[config.mk]
export PLATFORM = sky130hd
export DESIGN_NAME = nt_subckt_bist_driver_flat
export DESIGN_NICKNAME = d
export VERILOG_FILES = /design/src/rtl/nt_subckt_bist_driver_if.sv /design/src/rtl/nt_subckt_bist_driver.sv /design/src/flat_wrapper.sv
export SDC_FILE = /design/constraint.sdc
export NUM_CORES = 1
export LEC_CHECK = 0
export CELL_PAD_IN_SITES_DETAIL_PLACEMENT = 1
export CELL_PAD_IN_SITES_GLOBAL_PLACEMENT = 1
export CORE_UTILIZATION = 44
export CTS_CLUSTER_SIZE = 12
export DETAILED_ROUTE_END_ITERATION = 6
export HOLD_SLACK_MARGIN = 0.15
export PLACE_DENSITY = 0.8
export SLEW_MARGIN = 20
export SYNTH_ARGS = -nofsm -noshare
export SYNTH_HDL_FRONTEND = slang
export SYNTH_SLANG_ARGS = --single-unit
[constraint.sdc]
create_clock -name I1470_clk -period 6 [get_ports I1470_clk]
set_clock_uncertainty 0.15 [all_clocks]
set_input_delay 0.9 -clock I1470_clk [delete_from_list [all_inputs] [get_ports I1470_clk]]
set_output_delay 0.9 -clock I1470_clk [all_outputs]
set_load 0.02 [all_outputs]
[src/rtl/nt_subckt_bist_driver_if.sv]
// Stimulus/response bundle between the BIST driver (master) and the harness/subcircuit side (slave).
interface nt_subckt_bist_driver_if;
    logic        start;
    logic        abort;
    logic        resp;
    logic        I4561;
    logic        I2678;
    logic        I1375;
    logic        busy;
    logic        done;
    logic [15:0] signature;
    logic        pass;

    modport master (
        input  start, abort, resp,
        output I4561, I2678, I1375, busy, done, signature, pass
    );

    modport slave (
        output start, abort, resp,
        input  I4561, I2678, I1375, busy, done, signature, pass
    );
endinterface

[src/rtl/nt_subckt_bist_driver.sv]
// BIST driver for the Nt-node subcircuits: LFSR stimulus, MISR compaction of the response.
// Optional golden compare enabled by defining NT_BIST_GOLDEN_CMP_EN.
module nt_subckt_bist_driver #(
    parameter int          PATTERNS = 1000,
    parameter logic [15:0] SEED     = 16'hACE1,
    parameter int          LAT      = 2,
    parameter logic [15:0] GOLDEN   = 16'h0000
) (
    input  logic                          I1470_clk,
    input  logic                          I1477_rst,
    nt_subckt_bist_driver_if.master       bus
);
    localparam int CW = $clog2(PATTERNS + 1);
    localparam int FW = (LAT > 1) ? $clog2(LAT) : 1;
    localparam logic [15:0]   SEED_EFF = (SEED == 16'h0000) ? 16'h0001 : SEED;
    localparam logic [CW-1:0] CNT_LAST = CW'(PATTERNS - 1);
    localparam logic [FW-1:0] FL_LAST  = FW'(LAT - 1);

    typedef enum logic [1:0] {IDLE, RUN, FLUSH, DONE} state_e;

    state_e          state_q, state_d;
    logic [15:0]     lfsr_q, lfsr_d;
    logic [15:0]     misr_q, misr_d;
    logic [CW-1:0]   cnt_q, cnt_d;
    logic [FW-1:0]   flush_q, flush_d;
    logic [LAT-1:0]  vld_pipe_q, vld_pipe_d;
    logic [2:0]      stim_q, stim_d;
    logic            busy_q, busy_d;
    logic            done_q, done_d;
    logic            pass_q, pass_d;
    logic            shift;
    logic            vld_in;

    function automatic logic [15:0] lfsr_next(input logic [15:0] q);
        return {q[14:0], q[15] ^ q[13] ^ q[12] ^ q[10]};
    endfunction

    function automatic logic [15:0] misr_next(input logic [15:0] m, input logic r);
        return {m[14:0], m[15] ^ m[13] ^ m[12] ^ m[10] ^ r};
    endfunction

    always_comb begin
        state_d    = state_q;
        lfsr_d     = lfsr_q;
        misr_d     = misr_q;
        cnt_d      = cnt_q;
        flush_d    = flush_q;
        vld_pipe_d = vld_pipe_q;
        shift      = 1'b0;
        vld_in     = 1'b0;

        case (state_q)
            IDLE, DONE: begin
                if (bus.start) begin
                    state_d    = RUN;
                    lfsr_d     = SEED_EFF;
                    misr_d     = '0;
                    cnt_d      = '0;
                    vld_pipe_d = '0;
                end
            end
            RUN: begin
                if (bus.abort) begin
                    state_d    = IDLE;
                    vld_pipe_d = '0;
                end else begin
                    lfsr_d = lfsr_next(lfsr_q);
                    cnt_d  = cnt_q + CW'(1);
                    shift  = 1'b1;
                    vld_in = 1'b1;
                    if (cnt_q == CNT_LAST) begin
                        state_d = FLUSH;
                        flush_d = '0;
                    end
                end
            end
            FLUSH: begin
                if (bus.abort) begin
                    state_d    = IDLE;
                    vld_pipe_d = '0;
                end else begin
                    shift = 1'b1;
                    if (flush_q == FL_LAST) state_d = DONE;
                    else                    flush_d = flush_q + FW'(1);
                end
            end
            default: state_d = IDLE;
        endcase

        // The delay line lines up each capture with the response to its own vector.
        if (shift) begin
            vld_pipe_d[0] = vld_in;
            for (int i = 1; i < LAT; i++) vld_pipe_d[i] = vld_pipe_q[i-1];
            if (vld_pipe_q[LAT-1]) misr_d = misr_next(misr_q, bus.resp);
        end

        busy_d = (state_d == RUN) || (state_d == FLUSH);
        done_d = (state_d == DONE);
        stim_d = (state_d == RUN) ? lfsr_d[2:0] : 3'b000;
    end

`ifdef NT_BIST_GOLDEN_CMP_EN
    always_comb begin
        pass_d = pass_q;
        if (state_d != DONE)      pass_d = 1'b0;
        else if (state_q != DONE) pass_d = (misr_d == GOLDEN);
    end
`else
    logic unused_golden;
    assign unused_golden = ^GOLDEN;
    assign pass_d        = 1'b0;
`endif

    always_ff @(posedge I1470_clk) begin
        if (I1477_rst) begin
            state_q    <= IDLE;
            lfsr_q     <= SEED_EFF;
            misr_q     <= '0;
            cnt_q      <= '0;
            flush_q    <= '0;
            vld_pipe_q <= '0;
            stim_q     <= '0;
            busy_q     <= 1'b0;
            done_q     <= 1'b0;
            pass_q     <= 1'b0;
        end else begin
            state_q    <= state_d;
            lfsr_q     <= lfsr_d;
            misr_q     <= misr_d;
            cnt_q      <= cnt_d;
            flush_q    <= flush_d;
            vld_pipe_q <= vld_pipe_d;
            stim_q     <= stim_d;
            busy_q     <= busy_d;
            done_q     <= done_d;
            pass_q     <= pass_d;
        end
    end

    assign bus.I4561     = stim_q[0];
    assign bus.I2678     = stim_q[1];
    assign bus.I1375     = stim_q[2];
    assign bus.busy      = busy_q;
    assign bus.done      = done_q;
    assign bus.signature = misr_q;
    assign bus.pass      = pass_q;
endmodule
[src/flat_wrapper.sv]
// flat-port wrapper written by rule: the top's interface ports become plain ports
module nt_subckt_bist_driver_flat 
#(
    parameter int          PATTERNS = 1000,
    parameter logic [15:0] SEED     = 16'hACE1,
    parameter int          LAT      = 2,
    parameter logic [15:0] GOLDEN   = 16'h0000
)
  (I1470_clk, I1477_rst, bus_start, bus_abort, bus_resp, bus_I4561, bus_I2678, bus_I1375, bus_busy, bus_done, bus_signature, bus_pass);
  nt_subckt_bist_driver_if bus_i ();
  input  logic I1470_clk;
  input  logic I1477_rst;
  input wire logic [$bits(bus_i.start)-1:0] bus_start;
  input wire logic [$bits(bus_i.abort)-1:0] bus_abort;
  input wire logic [$bits(bus_i.resp)-1:0] bus_resp;
  output wire logic [$bits(bus_i.I4561)-1:0] bus_I4561;
  output wire logic [$bits(bus_i.I2678)-1:0] bus_I2678;
  output wire logic [$bits(bus_i.I1375)-1:0] bus_I1375;
  output wire logic [$bits(bus_i.busy)-1:0] bus_busy;
  output wire logic [$bits(bus_i.done)-1:0] bus_done;
  output wire logic [$bits(bus_i.signature)-1:0] bus_signature;
  output wire logic [$bits(bus_i.pass)-1:0] bus_pass;
  assign bus_i.start = bus_start;
  assign bus_i.abort = bus_abort;
  assign bus_i.resp = bus_resp;
  assign bus_I4561 = bus_i.I4561;
  assign bus_I2678 = bus_i.I2678;
  assign bus_I1375 = bus_i.I1375;
  assign bus_busy = bus_i.busy;
  assign bus_done = bus_i.done;
  assign bus_signature = bus_i.signature;
  assign bus_pass = bus_i.pass;
  nt_subckt_bist_driver #(.PATTERNS(PATTERNS), .SEED(SEED), .LAT(LAT), .GOLDEN(GOLDEN)) u_core (.I1470_clk(I1470_clk), .I1477_rst(I1477_rst), .bus(bus_i));
endmodule
# Word-level counts from Yosys, hierarchy flattened
# Index checks and enable logic that the tools add are counted.
# Widths: inputs -> output; s select.
dict set report word_totals {
  regBits 52
  out_inout_bits 22
  word_cells 71
}
dict set report classes {
  n_addsub 2
  eq_ne 13
  n_mux 28
  bitwise 8
  reduce_logical 10
}
# op count
set ops {}
lappend ops {{$mux 16} 6}
lappend ops {{$pmux 16 s2} 1}
lappend ops {{$mux 10} 2}
lappend ops {{$pmux 10 s2} 1}
lappend ops {{$mux 2} 8}
lappend ops {{$add 10x1->10 const B} 1}
lappend ops {{$eq 10x10->1 const B} 1}
lappend ops {{$eq 2x2->1 const B} 4}
lappend ops {{$mux 1} 7}
lappend ops {{$xor 1x1->1} 7}
lappend ops {{$ne 2x2->1 const B} 3}
lappend ops {{$pmux 2 s3} 1}
lappend ops {{$reduce_or 2->1} 3}
lappend ops {{$eq 2x1->1 const B} 2}
lappend ops {{$pmux 2 s2} 1}
lappend ops {{$reduce_and 4->1} 1}
lappend ops {{$reduce_bool 2->1} 2}
lappend ops {{$ne 3x1->1 const B} 1}
lappend ops {{$ne 3x2->1 const B} 1}
lappend ops {{$reduce_and 3->1} 1}
lappend ops {{$logic_not 2->1} 1}
lappend ops {{$ne 2x1->1 const B} 1}
lappend ops {{$pmux 1 s2} 1}
lappend ops {{$reduce_and 2->1} 1}
lappend ops {{other kinds (3)} 3}

# Longest topological paths before layout
# Gate-level depths: netlist of run 1.
dict set report logic_depth {
  depth_word 7
  depth_mapped 8
}

# Worst setup path before layout of run 1
# OpenSTA, ideal clock, no wires.
dict set report synth_timing {
  kind {input -> register}
  startpoint {input port bus_start}
  endpoint {register u_core.cnt_q[8]}
  setup_ns 0.133
  arrival_time_ns 2.138
  t_required_ns 5.717
  slack_ns 3.579
  stages 7
  n_path_buf 2
  cell_sequence {buf_4 > mux2i_1 > or4b_1 > buf_2 > nor4_2 > xnor2_1 > nor2_1}
}
dict set report synth_via {
  elab_chain_len 2
}
# element line_no
set synth_lines {}
lappend synth_lines {{start, declared} flat_wrapper.sv:13} ;# input wire logic [$bits(bus_i.start)-1:0] bus_start;
lappend synth_lines {{$ne 2x2->1 (no source line)} -}
lappend synth_lines {{$reduce_and 3->1 (no source line)} -}
lappend synth_lines {{end signal, assigned} nt_subckt_bist_driver.sv:130} ;# cnt_q <= cnt_d;
lappend synth_lines {{end, declared} nt_subckt_bist_driver.sv:24} ;# logic [CW-1:0] cnt_q, cnt_d;
# Every way passes these cells.
# A chain may end at the register's enable or synchronous reset.

# Worst setup path after layout of run 1
dict set report layout_timing {
  startpoint {input port bus_abort}
  endpoint {register u_core.cnt_q[9]}
}
dict set report layout_via {
  elab_chain_len 2
}
# element line_no
set layout_lines {}
lappend layout_lines {{start, declared} flat_wrapper.sv:14} ;# input wire logic [$bits(bus_i.abort)-1:0] bus_abort;
lappend layout_lines {{$ne 2x2->1 (no source line)} -}
lappend layout_lines {{$reduce_and 3->1 (no source line)} -}
# Every way passes these cells.

==> qor.txt, run 1 <==
GRT
--------------------------------------------------------------------------------------------------------
Overflow left after global routing                                                                     0
GRT Total Usage                                                                                    20.5%
Global-route wire length before repair                                                           8.54 mm
Maximum number of pins on one net before global-route repair                                          36
Via count of the first global-routing pass                                                          1836
Antenna violations before repair                                                                       0

ROUTING
--------------------------------------------------------------------------------------------------------
Per-cell via count in the routed design                                                             5.36
Total number of vias                                                                                1867
Initial detailed-routing violation count                                                              85
Residual antenna-violating net count after detailed routing                                            0
Drt drc                                                                                                0
Routed wire length per instance                                                                  14.6 um
Number of detailed-routing iterations run before antenna repair                                        4
Drt total wl                                                                                     5.09 mm

SYNTHESIS
--------------------------------------------------------------------------------------------------------
EDFF count, synth                                                                                      0
Total nets after synthesis                                                                           271
Async set-or-reset flop fraction in the synthesized netlist                                           0%
Count of different cell masters after synthesis                                                       40
Netlist area before placement                                                                   2210 um2
Mapped Cells                                                                                         263
Area fraction of the dominant cell type after synthesis                                            47.1%
Post-synth top flop                                                                              dfxtp_1
Sequential cell area fraction in the yosys report                                                  47.1%
Average size of a mapped cell                                                                   8.40 um2
Largest area contributor in the netlist                                                          dfxtp_1
YS warnings                                                                                            0
Largest cells by area after synthesis                                                       dfxtp_1 47%, a21oi_1 6.8%, nand2_1 6.5%
Seq cells post-synth                                                                                  52

SETUP PATH
--------------------------------------------------------------------------------------------------------
CP arrival                                                                                       2.92 ns
Crit end category                                                                                   flop
Crit path capture                                                                           u_core.cnt_q[9]
Cell with the largest stage delay on the worst path                                         clkdlybuf4s50_1
Setup slack of the worst register-to-register path                                               3.42 ns
Worst Reg-to-Reg Cells                                                                                 7
Series of cell instances along the critical path                                            clkdlybuf4s50_1 -> nand2_1 -> or4b_1 -> nor4_2 -> xnor2_1 -> nor2_1
Start point of the critical path                                                               bus_abort
Worst R2R End                                                                               u_core.cnt_q[9]
Critical path start-end classification                                                            in2reg
Critical path launch point type                                                               input port
Maximum fanout encountered on the critical timing path                                                14
Worst r2r src                                                                               u_core.state_q[0]
Critical path required time                                                                      6.03 ns
Maximum single-stage delay on the critical path                                                  0.65 ns

TIMING
--------------------------------------------------------------------------------------------------------
Max Transition Viols Final                                                                             0
Least setup slack across all paths after layout                                                  3.11 ns
Max_slew headroom                                                                                  49.3%
Part of the cycle the worst path needs                                                             48.1%
Sum Neg Setup Slack                                                                                 0 ns
Final Hold Vio Count                                                                                   0
Time the final worst path needs with I/O delays and setup                                        2.89 ns
Final setup violation count                                                                            0
Highest clock rate                                                                             0.346 GHz
RSZ-0062 raised after global routing                                                               false
Slew @ Worst Pin                                                                                0.751 ns

CLOCKING
--------------------------------------------------------------------------------------------------------
Number of H-tree levels                                                                                2
Clock Sink Count                                                                                      52
TritonCTS clock tree                                                                                 yes
Cts hold-fix bufs                                                                                      0
Clock root buffer                                                                               clkbuf_8
Worst-Skew Late Latency                                                                          0.31 ns
Post-CTS clock slew at the launch and capture registers of the worst setup and hold paths        0.10 ns
Setup bufs post-CTS                                                                                    0
Cts repair resizes                                                                                     0
Buffer depth of the longest clock path                                                                 2
Clock buffer count from CTS                                                                            5

FLOORPLAN
--------------------------------------------------------------------------------------------------------
Floorplan die width                                                                              72.8 um
Chip Height                                                                                      72.8 um
Std-Cell Rows                                                                                         25
Die area                                                                                        5310 um2
Initial Utilization                                                                                46.1%
Area of the placeable core                                                                      4790 um2
I/O pin cnt                                                                                           27

RUN STATUS
--------------------------------------------------------------------------------------------------------
Status                                                                                      finished, final reports clean

PWR
--------------------------------------------------------------------------------------------------------
Max IR drop VDD                                                                                 0.123 mV
Static leakage                                                                               0.000863 uW
Total power density per cell area                                                             243 nW/um2
Total power draw                                                                                  625 uW
Sw Ratio                                                                                           26.5%
Clock Power Share                                                                                  32.5%
Sequential share of power                                                                          57.6%
Net switching power                                                                               165 uW
Cell-internal power                                                                               459 uW
Comb power frac                                                                                     9.9%

PLACED DESIGN
--------------------------------------------------------------------------------------------------------
Sum of net half-perimeters after detailed placement                                              3.50 mm
# port buffers                                                                                        25
Placed cells                                                                                         340
Global placement routability congestion                                                            0.781
Setup slack after placement                                                                      2.78 ns

CELLS AND AREA
--------------------------------------------------------------------------------------------------------
Number of standard cells in the layout, taps in and fillers out                                      348
Synthesis-to-finish area growth                                                                    16.5%
Diode insertion count for antenna repair                                                               0
Ratio of cells with drive above 1 in the final layout                                              4.63%
Net count, final                                                                                     288
Final core area utilization                                                                        53.8%

HOLD PATH
--------------------------------------------------------------------------------------------------------
Min-Delay Path Class                                                                             reg2reg

FLOW RUN
--------------------------------------------------------------------------------------------------------
Max capacitance violation total                                                                        0

-- logic make-up (layout without fill, tap and decap cells) --
group	after synthesis	count (layout)	share of synthesized area [%]
flops	52	52	47.1
compound gates	63	63	17.7
other cells	1	1	0.170
buf+inv	24	42	4.48
mux	1	1	0.453
simple gates	106	106	23.2
xor+xnor	13	13	5.16
fa+ha+maj	3	3	1.70
-- layer usage --
metal	global-route usage, %	share of wire (%)	up-vias	wire [um]
met2	34.1	47	22	2390
li1	-	-	936	-
met5	0	0	-	0
met1	26.9	50	903	2530
met4	7.19	1.1	0	56
met3	3.59	2.1	6	108
-- Yosys cell counts (all sizes together) (3+ instances only) --
| master | count |
|---|---|
| dfxtp | 52 |
| nand2 | 38 |
| a21oi | 30 |
| nor2 | 21 |
| nand3 | 20 |
| clkbuf | 14 |
| a22oi | 13 |
| xnor2 | 13 |
| inv | 7 |
| o21ai | 6 |
| and2 | 4 |
| nand2b | 4 |
| buf | 3 |
| ha | 3 |
| nor3 | 3 |
-- worst max-delay path: cells and delay by family --
| kind | cells | cell delay (ns) |
|---|---|---|
| simple gates | 4 | 1.22 |
| buf+inv | 1 | 0.65 |
| xor+xnor | 1 | 0.15 |
-- per-stage QoR --
step           area (um2)  hold slack [ns]
2_1_floorplan        2210            0.287
3_3_place_gp         2480            0.298
3_5_place_dp         2480            0.309
4_1_cts              2570            0.323
5_1_grt              2570            0.362
6_report             2570            0.321
-- flip-flops by register name (all words and copies together), names as in the netlist --
name and count:
u_core.bus.done 1, u_core.lfsr_q 16, u_core.state_q 2, u_core.stim_q 3
u_core.cnt_q 10, u_core.bus.busy 1, u_core.bus.signature 16, u_core.flush_q 1
u_core.vld_pipe_q 2
-- final cells by class --
| class | count | area, um2 |
|---|---|---|
| Inverter | 7 | 26.3 |
| Clock inverter | 3 | 18.8 |
| Timing Repair Buffer | 27 | 265 |
| Sequential cell | 52 | 1040 |
| Multi-Input combinational cell | 187 | 1070 |
| Clock buffer | 5 | 68.8 |
| Tap cell | 67 | 83.8 |
| Fill cell | 598 | 2210 |
-- power by group through the flow --
| stage | Combinational (uW) | Clock (uW) | Sequential, uW |
|---|---|---|---|
| 2_1_floorplan | 44.0 | 0 | 368 |
| 3_3_place_gp | 60.8 | 0 | 367 |
| 3_5_place_dp | 62.0 | 0 | 368 |
| 4_1_cts | 62.5 | 205 | 360 |
| 5_1_grt | 69.2 | 219 | 361 |
| 6_report | 61.9 | 203 | 360 |
-- placed cells by master, fill, tap and decap left out, drive strengths merged, types with 2 or more instances in the layout --
master,count
and2,4
nor2,21
nor3,3
nor2b,2
inv,7
o211ai,2
buf,2
clkdlybuf4s50,25
a21oi,30
ha,3
nor4,2
a22oi,13
nand2,38
and3,2
nand3,20
o21ai,6
or3,2
a22o,2
dfxtp,52
nand4,2
clkbuf,5
nand3b,2
clkinv,3
xnor2,13
nand2b,4
a31oi,2
-- worst min path at each step --
stage / from / end / slack, ns / cells after the start
2_1_floorplan: u_core.vld_pipe_q[0] / u_core.vld_pipe_q[0] / 0.29 / 2
3_3_place_gp: u_core.vld_pipe_q[0] / u_core.vld_pipe_q[0] / 0.30 / 2
3_5_place_dp: u_core.vld_pipe_q[0] / u_core.vld_pipe_q[0] / 0.31 / 2
4_1_cts: u_core.vld_pipe_q[0] / u_core.vld_pipe_q[0] / 0.32 / 2
5_1_grt: u_core.vld_pipe_q[0] / u_core.vld_pipe_q[0] / 0.36 / 2
6_report: u_core.vld_pipe_q[0] / u_core.vld_pipe_q[0] / 0.32 / 2
No activity file was read; power rests on OpenSTA's default activity.
==> run 2, diff against run 1 <==
--- a/config.mk
+++ b/config.mk
@@ -7,11 +7,11 @@
 export LEC_CHECK = 0
 export CELL_PAD_IN_SITES_DETAIL_PLACEMENT = 1
 export CELL_PAD_IN_SITES_GLOBAL_PLACEMENT = 1
-export CORE_UTILIZATION = 44
+export CORE_UTILIZATION = 41
 export CTS_CLUSTER_SIZE = 12
 export DETAILED_ROUTE_END_ITERATION = 6
 export HOLD_SLACK_MARGIN = 0.15
-export PLACE_DENSITY = 0.8
+export PLACE_DENSITY = 0.75
 export SLEW_MARGIN = 20
 export SYNTH_ARGS = -nofsm -noshare
 export SYNTH_HDL_FRONTEND = slang
==> constraint.sdc (replaced) <==
create_clock -name I1470_clk -period 2.7 [get_ports I1470_clk]
set_clock_uncertainty 0.15 [all_clocks]
set_input_delay 0.405 -clock I1470_clk [delete_from_list [all_inputs] [get_ports I1470_clk]]
set_output_delay 0.405 -clock I1470_clk [all_outputs]
set_load 0.02 [all_outputs]
==> run 2 against run 1 <==
Critical path depth up 1. Via count is 1.8% higher. Wire length fell by 1.6%. Non-clock buffer count up 9. Setup slack got worse by 2.8 ns. Final area increased by 2.8%. Global-route usage fell by 1.7 points. Sequential power rose by 120%. Highest routed layer unchanged. Clock-buffer cell count is 1 higher. Utilization is 2.3 points lower. Combinational power grew 140%.
==> qor.txt, run 2 (same netlist as run 1, synthesis figures left out) <==
RUN STATUS
--------------------------------------------------------------------------------------------------------
Status                                                                                      finished, final reports clean

SETUP PATH
--------------------------------------------------------------------------------------------------------
Series of cell instances along the critical path                                            inv_1 -> ha_1 -> mux2i_1 -> or4b_1 -> nor4_2 -> xnor2_1 -> nor2_1
Critical path start-end classification                                                           reg2reg
Crit end category                                                                                   flop
Cell with the largest stage delay on the worst path                                               or4b_1
Critical path required time                                                                      2.75 ns
Critical path launch point type                                                                     flop
Maximum single-stage delay on the critical path                                                  0.66 ns
Worst R2R End                                                                               u_core.cnt_q[9]
Start point of the critical path                                                            u_core.state_q[0]
CP arrival                                                                                       2.40 ns
Worst Reg-to-Reg Cells                                                                                 7
Worst r2r src                                                                               u_core.state_q[0]
Maximum fanout encountered on the critical timing path                                                 8
Crit path capture                                                                           u_core.cnt_q[9]
Setup slack of the worst register-to-register path                                               0.35 ns

PLACED DESIGN
--------------------------------------------------------------------------------------------------------
Sum of net half-perimeters after detailed placement                                              3.55 mm
Global placement routability congestion                                                            0.743
Setup slack after placement                                                                     0.214 ns
Placed cells                                                                                         352
# port buffers                                                                                        25

FLOORPLAN
--------------------------------------------------------------------------------------------------------
Chip Height                                                                                      75.4 um
Initial Utilization                                                                                43.0%
Std-Cell Rows                                                                                         26
I/O pin cnt                                                                                           27
Die area                                                                                        5680 um2
Area of the placeable core                                                                      5140 um2
Floorplan die width                                                                              75.4 um

FLOW RUN
--------------------------------------------------------------------------------------------------------
Max capacitance violation total                                                                        0

ROUTING
--------------------------------------------------------------------------------------------------------
Residual antenna-violating net count after detailed routing                                            0
Drt total wl                                                                                     5.01 mm
Total number of vias                                                                                1901
Initial detailed-routing violation count                                                              86
Number of detailed-routing iterations run before antenna repair                                        4
Drt drc                                                                                                0
Routed wire length per instance                                                                  13.9 um
Per-cell via count in the routed design                                                             5.28

PWR
--------------------------------------------------------------------------------------------------------
Sequential share of power                                                                          57.2%
Cell-internal power                                                                              1030 uW
Static leakage                                                                               0.000900 uW
Comb power frac                                                                                    10.7%
Sw Ratio                                                                                           25.8%
Net switching power                                                                               361 uW
Total power density per cell area                                                             528 nW/um2
Clock Power Share                                                                                  32.1%
Max IR drop VDD                                                                                 0.275 mV

TIMING
--------------------------------------------------------------------------------------------------------
Sum Neg Setup Slack                                                                                 0 ns
Highest clock rate                                                                             0.426 GHz
Final Hold Vio Count                                                                                   0
Least setup slack across all paths after layout                                                 0.354 ns
Final setup violation count                                                                            0
Max_slew headroom                                                                                  55.5%
RSZ-0062 raised after global routing                                                               false
Time the final worst path needs with I/O delays and setup                                        2.35 ns
Tightest hold margin                                                                            0.322 ns
Part of the cycle the worst path needs                                                             86.9%
Max Transition Viols Final                                                                             0
Slew @ Worst Pin                                                                                0.660 ns

CELLS AND AREA
--------------------------------------------------------------------------------------------------------
Ratio of cells with drive above 1 in the final layout                                              7.24%
Highest-count cells in the layout ignoring fill and taps                                    52 x dfxtp_1, 38 x nand2_1, 30 x a21oi_1
Commonest non-fill, non-tap cell in the layout                                                   dfxtp_1
Diode insertion count for antenna repair                                                               0
Number of standard cells in the layout, taps in and fillers out                                      360
Synthesis-to-finish area growth                                                                    19.8%
Net count, final                                                                                     297
Final core area utilization                                                                        51.5%

CLOCKING
--------------------------------------------------------------------------------------------------------
Setup bufs post-CTS                                                                                    0
Cts hold-fix bufs                                                                                      0
Buffer depth of the longest clock path                                                                 2
Clock buffer count from CTS                                                                            5
Post-CTS clock slew at the launch and capture registers of the worst setup and hold paths        0.10 ns
Clock Sink Count                                                                                      52
TritonCTS clock tree                                                                                 yes
Clock root buffer                                                                               clkbuf_8
Cts repair resizes                                                                                     0
Number of H-tree levels                                                                                2
Worst-Skew Late Latency                                                                          0.30 ns

HOLD PATH
--------------------------------------------------------------------------------------------------------
Min-Delay Path Class                                                                             reg2reg

GRT
--------------------------------------------------------------------------------------------------------
Via count of the first global-routing pass                                                          1732
Antenna violations before repair                                                                       0
Global-route wire length before repair                                                           8.13 mm
Overflow left after global routing                                                                     0
GRT Total Usage                                                                                    18.8%
Maximum number of pins on one net before global-route repair                                          24

run 2: how the worst min path moves through the flow:
| stage | startpoint | to | slack (ns) | depth (start not counted) |
|---|---|---|---|---|
| floorplan | u_core.vld_pipe_q[0] | u_core.vld_pipe_q[0] | 0.29 | 2 |
| finish | u_core.vld_pipe_q[0] | u_core.vld_pipe_q[0] | 0.32 | 2 |
| CTS | u_core.vld_pipe_q[0] | u_core.vld_pipe_q[0] | 0.32 | 2 |
| detailed placement | u_core.vld_pipe_q[0] | u_core.vld_pipe_q[0] | 0.31 | 2 |
| global placement | u_core.vld_pipe_q[0] | u_core.vld_pipe_q[0] | 0.30 | 2 |
| global route | u_core.vld_pipe_q[0] | u_core.vld_pipe_q[0] | 0.35 | 2 |
run 2: metal layers:
metal  up-vias  wire (um)  global-route usage, %
met4         0         40                   4.94
met2        25       2240                   29.1
met5         -          0                      0
met3         4        125                   4.76
li1        960          -                      -
met1       912       2600                   26.2
run 2: worst max-delay path: cells and delay by family, from the launching register on:
family | cells | cell delay, ns
xor gates and xnor gates | 1 | 0.16
adders and majority gates | 1 | 0.31
buffers and inverters | 1 | 0.05
DFF | 1 | 0.36
muxes | 1 | 0.18
and+or+nand+nor | 3 | 1.03
run 2: layout make-up:
cell class	count	area (um2)
clock buffer	6	72.6
fill	654	2490
timing repair buffer	36	333
sequential	52	1040
tap	70	87.6
inverter	7	26.3
multi-input combinational	187	1070
clock inverter	2	16.3
run 2: power by group through the flow:
stage | clock network, uW | logic, uW | registers (uW)
after CTS | 461 | 151 | 799
after floorplan | 0 | 97.8 | 818
after detailed placement | 0 | 150 | 817
after global placement | 0 | 149 | 816
final | 447 | 149 | 799
after global routing | 497 | 166 | 802
run 2: stage by stage:
step                      total power [uW]  area [um2]
after floorplan                        916        2210
after global routing                  1460        2650
after detailed placement               966        2560
final                                 1400        2650
after CTS                             1410        2650
after global placement                 966        2560
